### config.mk
export PLATFORM = sky130hd
export DESIGN_NAME = sprite_rom_arbiter
export DESIGN_NICKNAME = d
export VERILOG_FILES = /design/src/rtl/sprite_rom_arbiter.sv
export SDC_FILE = /design/constraint.sdc
export NUM_CORES = 1
export LEC_CHECK = 0
export CAP_MARGIN = 20
export CELL_PAD_IN_SITES_DETAIL_PLACEMENT = 2
export CELL_PAD_IN_SITES_GLOBAL_PLACEMENT = 2
export CORE_MARGIN = 3
export CORE_UTILIZATION = 23
export DETAILED_ROUTE_END_ITERATION = 12
export PLACE_DENSITY = 0.83
export SYNTH_ARGS = -nofsm -noshare
export SYNTH_HDL_FRONTEND = slang
export SYNTH_SLANG_ARGS = --single-unit
### constraint.sdc
create_clock -name clk -period 3.44 [get_ports clk]
set_clock_uncertainty 0.05 [all_clocks]
set_input_delay 0.688 -clock clk [delete_from_list [all_inputs] [get_ports clk]]
set_output_delay 0.688 -clock clk [all_outputs]
set_load 0.01 [all_outputs]
### src/rtl/sprite_rom_arbiter.sv
// Round-robin arbiter sharing one synchronous sprite bitmap ROM between
// several pixel-fetch engines. Each cycle one requester is granted, its
// address is registered onto the ROM port, and a {valid, tag} pipeline
// matched to the ROM latency steers the returning data back to it.
module sprite_rom_arbiter #(
  parameter int unsigned N_REQ   = 4,
  parameter int unsigned ADDRW   = 10,
  parameter int unsigned DATAW   = 3,
  parameter int unsigned ROM_LAT = 1
) (
  input  logic                     clk,
  input  logic                     rst_n,
  input  logic                     line,
  input  logic [N_REQ-1:0]         req,
  input  logic [N_REQ*ADDRW-1:0]   req_addr,
  output logic [N_REQ-1:0]         gnt,
  output logic [ADDRW-1:0]         rom_addr,
  input  logic [DATAW-1:0]         rom_data,
  output logic [N_REQ-1:0]         rd_valid,
  output logic [DATAW-1:0]         rd_data,
  output logic [$clog2(N_REQ)-1:0] rd_tag
);

  localparam int unsigned PTRW = $clog2(N_REQ);
  localparam int unsigned LAST = ROM_LAT;

  logic [PTRW-1:0]  ptr_q,      ptr_d;
  logic [ADDRW-1:0] rom_addr_q, rom_addr_d;
  logic [ROM_LAT:0] vld_q,      vld_d;
  logic [PTRW-1:0]  tag_q [ROM_LAT+1];
  logic [PTRW-1:0]  tag_d [ROM_LAT+1];

  logic [N_REQ-1:0] gnt_c;
  logic [PTRW-1:0]  win_c;
  logic             any_gnt_c;

  // Round-robin search starting at ptr; first pending requester wins, none while in reset
  always_comb begin : p_arb
    int unsigned idx;
    gnt_c     = '0;
    win_c     = '0;
    any_gnt_c = 1'b0;
    idx       = 0;
    for (int unsigned off = 0; off < N_REQ; off++) begin
      idx = 32'(ptr_q) + off;
      if (idx >= N_REQ) begin
        idx = idx - N_REQ;
      end
      if (rst_n && !any_gnt_c && req[PTRW'(idx)]) begin
        any_gnt_c           = 1'b1;
        win_c               = PTRW'(idx);
        gnt_c[PTRW'(idx)]   = 1'b1;
      end
    end
  end

  // Next pointer and ROM address; a line pulse restarts the order at 0
  always_comb begin : p_next
    ptr_d      = ptr_q;
    rom_addr_d = rom_addr_q;
    for (int unsigned i = 0; i < N_REQ; i++) begin
      if (gnt_c[i]) begin
        rom_addr_d = req_addr[i*ADDRW +: ADDRW];
      end
    end
    if (line) begin
      ptr_d = '0;
    end else if (any_gnt_c) begin
      ptr_d = (win_c == PTRW'(N_REQ - 1)) ? '0 : win_c + PTRW'(1);
    end
  end

  // Tag pipeline shifts every cycle; stage 0 captures this cycle's grant
  always_comb begin : p_pipe
    vld_d    = {vld_q[ROM_LAT-1:0], any_gnt_c};
    tag_d[0] = win_c;
    for (int unsigned s = 1; s <= ROM_LAT; s++) begin
      tag_d[s] = tag_q[s-1];
    end
  end

  // State registers with synchronous active-low reset; reset discards in-flight reads
  always_ff @(posedge clk) begin : p_regs
    if (!rst_n) begin
      ptr_q      <= '0;
      rom_addr_q <= '0;
      vld_q      <= '0;
      for (int unsigned s = 0; s <= ROM_LAT; s++) begin
        tag_q[s] <= '0;
      end
    end else begin
      ptr_q      <= ptr_d;
      rom_addr_q <= rom_addr_d;
      vld_q      <= vld_d;
      for (int unsigned s = 0; s <= ROM_LAT; s++) begin
        tag_q[s] <= tag_d[s];
      end
    end
  end

  // Decode the last pipeline stage into a one-hot valid and an owner tag
  always_comb begin : p_out
    rd_valid = '0;
    rd_tag   = '0;
    if (vld_q[LAST]) begin
      rd_tag = tag_q[LAST];
      for (int unsigned i = 0; i < N_REQ; i++) begin
        if (tag_q[LAST] == PTRW'(i)) begin
          rd_valid[i] = 1'b1;
        end
      end
    end
  end

  assign gnt      = gnt_c;
  assign rom_addr = rom_addr_q;
  assign rd_data  = rom_data;

endmodule

==> impl_metrics.ini, run 1 <==
[timing]
max_freq_ghz = 0.291
hold_viol = 0
tns_ps = 0
fin_crit_sh_pct = 99.8
finalSetupViolCount = 0
fin_crit_ps = 3430
whs_ps = 385
worst_slew_pin_slew_ps = 499
relSlewSlack_pct = 66.7
slew_violations = 0
rsz0062_at_grt = true

[setup_path]
worstSetupStartpoint = req[1]
ff2ff_path_depth = 11
cp.required_ps = 2700
worstSetupPathType = in2out
critPathArrivalTime_ps = 2700
r2r_slack_ps = 330
cp-end-kind = output pin
reg2reg_to = rom_addr[4]$_SDFFE_PN0P_
startpoint_type = input pin
path_max_fanout = 5

[route]
drt_iter0_markers = 47
drt_pass1_iterations = 5
met3_length_um = 264
totalWireLength_mm = 6.43
routedWlPerCell_um = 18.9
top_layer = met4
route.detailed.drc = 0
vias_per_cell = 5.08
vias = 1726
wl_met1_mm = 2.76
met2_wirelength_mm = 3.39
antenna_left = 0

[final_layout]
stdcell_area_um2 = 2560
diodes = 0
nFillCells = 685
drive_gt1_share_pct = 25.7
final_nets = 322
areaGrowthSynthToFinish_pct = 68.3
fin_util_pct = 41.5

[worst_hold_path]
hp-start = tag_q[0][1]$_SDFF_PN0_
min_to = tag_q[0][3]$_SDFF_PN0_
hold_path.class = reg2reg
hold_depth = 1

[clocking]
cts_hold_buf = 0
h-tree-depth = 1
worstSkewPairLatency_ps = 250
cts_tree = yes
cts_root_buf = clkbuf_8
clockBufferDepth = 2
clock_sinks = 18
numCtsBuffers = 3
clkTransAtPathRegs_ps = 60

[synthesis]
synth.avg_cell_area_um2 = 8.94
synth.distinct_cells = 47
syn-num-nets = 225
yosys_register_bits = 18
ys_seq_area_share_pct = 23.7
synth_cells = 170
yosysTopAreaCell = dfxtp_1
ys.flop_type = dfxtp_1
yosys-top-cells-area = dfxtp_1 (24%), mux2i_1 (9.9%), mux2_1 (8.9%)
synth_top_area_share_pct = 23.7
synth_area_um2 = 1520
synth_edf_count = 0
async_reset_ff_share_pct = 0
yosys_warnings = 0

[grt]
grt_max_degree = 16
antenna_found_initial = 0
grt_pass1_vias = 1935
grt_pass1_wl_mm = 10.1
grtUsageTotal_pct = 16.8
grt_overflow = 0

[floorplanning]
die_x_um = 87.3
ios = 73
rows = 28
dieHeight_um = 87.3
core_um2 = 6170
start_util_pct = 24.7
dieArea_um2 = 7620

[run]
drv_cap = 0

[placed_design]
dpl-instance-area_um2 = 2460
hpwlAfterDp_mm = 5.14
place.gp.congestion = 0.876
port_buffers = 66

[pwr]
ir_drop_mv = 0.153
leakage_nw = 1.00
p_per_area_nw_per_um2 = 326

[outcome]
outcome = completed
[flip-flops by register name, indices dropped and copies added (netlist names), named ones only]
| register | cells |
|---|---|
| ptr_q | 1 |
| tag_q | 4 |
| rom_addr | 10 |
| vld_q | 2 |
[synthesized netlist by cell type (2+ instances only)]
cell type and instances:
dfxtp_1 18, a21oi_1 17, mux2i_1 15, mux2_1 12, o221ai_1 10, and2_1 7
nand3_1 7, nor3_1 6, clkbuf_1 5, ha_1 5, nor2_1 5, buf_4 4
nand2_1 4, o21ai_0 4, and3_1 3, buf_2 3, inv_1 3, mux2_2 3
a31oi_1 2, a32o_1 2, buf_6 2, mux2_4 2, nand2b_1 2, nand4_1 2
nor2b_1 2, o2111ai_1 2, o22ai_1 2, or3_1 2
[kinds of logic (layout without fill, tap and decap cells)]
family | after synthesis | count (layout) | synth area share [%]
fa+ha+maj | 5 | 5 | 4.12
simple gates | 50 | 50 | 20.5
compound gates | 45 | 45 | 20.2
xor+xnor | 1 | 1 | 0.576
mux | 32 | 32 | 23.0
flops | 18 | 18 | 23.7
buf+inv | 19 | 114 | 7.98
[metrics by stage]
| stage | power, W | instances | setup WS, ps |
|---|---|---|---|
| finish | 0.000835 | 340 | 6.22 |
| global placement | 0.000668 | 335 | -246 |
| detailed placement | 0.000686 | 335 | -321 |
| floorplan | 0.000477 | 170 | 312 |
| CTS | 0.000838 | 338 | -48.3 |
| global route | 0.000894 | 340 | -128 |
[how the worst max path moves through the flow]
stage                  end  slack [ps]
floorplan           gnt[1]         310
global placement    gnt[3]        -250
detailed placement  gnt[1]        -320
CTS                 gnt[3]         -50
global route        gnt[0]        -130
finish              gnt[0]           6
[critical path, stage by stage]
cell,delay (ps)
clkdlybuf4s50_1,450
mux2i_2,340
and3_1,270
nor2_1,110
or3_1,410
nand3_1,130
clkdlybuf4s15_1,290
[power by group]
part	internal (W)	total, W	leakage [nW]	switching [W]
clock	0.0000776	0.000143	0.0216	0.0000654
combinational	0.000236	0.000435	0.832	0.000198
sequential	0.000242	0.000258	0.149	0.0000162
total	0.000556	0.000835	1.00	0.000280
[layer usage]
metal | global-route usage [%] | up-vias
met2 | 30.8 | 44
met1 | 21.4 | 843
li1 | - | 837
met5 | 0 | -
met3 | 2.37 | 2
met4 | 1.67 | 0
[what timing repair did]
| action | in CTS | in global routing |
|---|---|---|
| setup endpoints to repair | 4 | 3 |
| setup buffers | 0 | 2 |
| pin swaps | 1 | 1 |
| gates resized for setup | 13 | 8 |
[cell type report]
class                      count  area, um2  share of cell area [%]
multi-input combinational    133       1090                    42.5
sequential                    18        360                    14.1
clock buffer                   3       41.3                    1.61
inverter                       4       15.0                   0.587
timing repair buffer         107        960                    37.5
tap                           75       93.8                    3.67
[cells in the final DEF, fill, tap and decap left out, types with 2 or more instances in the layout]
cell type | synthesis | layout
nand4_1 | 2 | 2
mux2_4 | 2 | 2
a21boi_1 | 1 | 2
inv_1 | 3 | 3
mux2_2 | 3 | 3
o2111ai_1 | 2 | 2
o21ai_0 | 4 | 4
nand2b_1 | 2 | 2
nand3_1 | 7 | 7
clkbuf_2 | 0 | 2
nor3_1 | 6 | 4
dfxtp_1 | 18 | 18
ha_1 | 5 | 5
nand2_1 | 4 | 4
nor3_2 | 0 | 2
o221ai_1 | 10 | 10
mux2i_2 | 0 | 2
a31oi_2 | 1 | 2
clkbuf_8 | 0 | 3
nor2_1 | 5 | 5
and2_1 | 7 | 7
or3_1 | 2 | 2
clkdlybuf4s50_1 | 0 | 61
a21oi_1 | 17 | 17
mux2_1 | 12 | 12
mux2i_1 | 15 | 12
o22ai_1 | 2 | 2
and3_1 | 3 | 3
nor2b_1 | 2 | 2
buf_4 | 4 | 41
Note: power is estimated with default switching activity, not from simulation.
==> inputs of run 2 (changes only) <==
- CORE_MARGIN: 3 -> 4
- PLACE_DENSITY: 0.83 -> default
- PLACE_DENSITY_LB_ADDON: default -> 0.25
- SLEW_MARGIN: default -> 0
==> run 2 against run 1 <==
Sequential power about the same. Power up 3.7%. Hold slack better by 2.8 ps. Critical path depth up 2. Clock power up 24%. Register-to-register slack better by 90 ps. Combinational power about the same. Sequential cell count unchanged. Count of clock-buffer cells in the layout up 1. Global-route usage down 0.93 points. First-iteration DRC count down 15%. Critical path type is now reg2out. Critical endpoint is now gnt[3]. Largest cell class unchanged.
==> impl_metrics.ini, run 2 (synthesized netlist as in run 1, its figures left out) <==
[route]
drt_pass1_iterations = 4
antenna_left = 0
drt_iter0_markers = 40
vias = 1751
vias_per_cell = 5.12
totalWireLength_mm = 6.15
routedWlPerCell_um = 18.0
route.detailed.drc = 0

[clocking]
worstSkewPairLatency_ps = 260
clock_sinks = 18
cts_tree = yes
h-tree-depth = 1
numCtsBuffers = 3
clockBufferDepth = 2
cts_root_buf = clkbuf_8
clkTransAtPathRegs_ps = 70

[timing]
fin_crit_sh_pct = 96.3
max_freq_ghz = 0.302
slew_violations = 0
hold_viol = 0
relSlewSlack_pct = 78.7
finalSetupViolCount = 0
worst_slew_pin_slew_ps = 310
whs_ps = 388
fin_crit_ps = 3310
rsz0062_at_grt = true

[setup_path]
cp.required_ps = 2700
endpoint = gnt[3]
ff2ff_path_depth = 12
reg2reg_to = rom_addr[0]$_SDFFE_PN0P_
path_max_fanout = 8
critPathArrivalTime_ps = 2580
worstSetupStartpoint = ptr_q[1]$_SDFFE_PP0P_
cp-end-kind = output pin
worstSetupPathType = reg2out
startpoint_type = register
r2r_slack_ps = 420

[floorplanning]
dieArea_um2 = 7970
ios = 73
core_um2 = 6390
die_x_um = 89.3
rows = 29
start_util_pct = 23.8
dieHeight_um = 89.3

[final_layout]
nFillCells = 718
final_nets = 321
areaGrowthSynthToFinish_pct = 70.3
drive_gt1_share_pct = 27.2
stdcell_area_um2 = 2590
mostFrequentLayoutCell = clkdlybuf4s50_1
diodes = 0
layout_common_cells = clkdlybuf4s50_1 (58), buf_4 (39), dfxtp_1 (18)
largest_reg_flops = 10

[pwr]
p_per_area_nw_per_um2 = 335
leakage_nw = 1.02
ir_drop_mv = 0.138
p_total_w = 0.000866

[placed_design]
port_buffers = 66
hpwlAfterDp_mm = 5.04
dpl-instance-area_um2 = 2480
place.gp.congestion = 0.799

[grt]
grt_overflow = 0
grt_pass1_vias = 1919
grt_pass1_wl_mm = 9.76
grtUsageTotal_pct = 15.9
grt_max_degree = 19
antenna_found_initial = 0

[outcome]
outcome = completed

[run]
drv_cap = 0

[worst_hold_path]
hold_path.class = reg2reg
[run 2: area by class of cell]
cell class	instances	area, um2	share of cell area, %
clock buffer	4	55.1	2.13
inverter	4	15.0	0.580
multi-input combinational	133	1090	42.1
sequential	18	360	13.9
tap	77	96.3	3.72
timing repair buffer	106	971	37.5
[run 2: report_power, final]
| part | switching (W) | internal (W) | total, W |
|---|---|---|---|
| registers | 0.0000159 | 0.000241 | 0.000257 |
| clock network | 0.0000755 | 0.000102 | 0.000177 |
| logic | 0.000191 | 0.000241 | 0.000432 |
| total | 0.000283 | 0.000584 | 0.000866 |
[run 2: per-stage QoR]
stage | std cells | util [%] | setup TNS (ps) | setup WS, ps
after global routing | 342 | 40.5 | -4.05 | -4.05
after detailed placement | 337 | 38.8 | -1100 | -328
after floorplan | 170 | - | 0 | 312
final | 342 | 40.5 | 0 | 127
after CTS | 341 | 40.2 | 0 | 19.8
after global placement | 337 | 38.8 | -776 | -261
[run 2: repair_timing]
action	CTS	global route
gates resized for setup	19	8
hold buffers	0	0
endpoints found under the setup margin	4	4
pin swaps	1	1
setup buffers	0	1
[run 2: worst min-delay path by stage]
| stage | from | depth (start not counted) | to |
|---|---|---|---|
| after floorplan | tag_q[0][0]$_SDFF_PN0_ | 1 | tag_q[0][2]$_SDFF_PN0_ |
| after global placement | vld_q[0]$_SDFF_PN0_ | 1 | vld_q[1]$_SDFF_PN0_ |
| after detailed placement | vld_q[0]$_SDFF_PN0_ | 1 | vld_q[1]$_SDFF_PN0_ |
| after CTS | vld_q[0]$_SDFF_PN0_ | 1 | vld_q[1]$_SDFF_PN0_ |
| after global routing | tag_q[0][0]$_SDFF_PN0_ | 1 | tag_q[0][2]$_SDFF_PN0_ |
| final | vld_q[0]$_SDFF_PN0_ | 1 | vld_q[1]$_SDFF_PN0_ |
[run 2: worst max-delay path: stages, from the launching register on]
cell             delay [ps]
dfxtp_1                 340
inv_1                    60
ha_2                    390
buf_4                   180
mux2_2                  370
a32o_1                  320
a31oi_2                 200
and2_4                  190
inv_1                    50
clkdlybuf4s15_2         220
[run 2: routing by layer]
metal  vias to the layer above  global-route usage (%)  wire length, um
met4                         0                    4.74               72
met5                         -                       0                0
met3                         7                    2.40              431
met1                       855                    18.2             2590
met2                        53                    30.1             3050
li1                        836                       -                -
==> inputs of run 3 (changes only) <==
- CTS_CLUSTER_SIZE: default -> 25
==> results of run 3 <==
The final DEF is identical to that of run 2; final timing and power are the same.
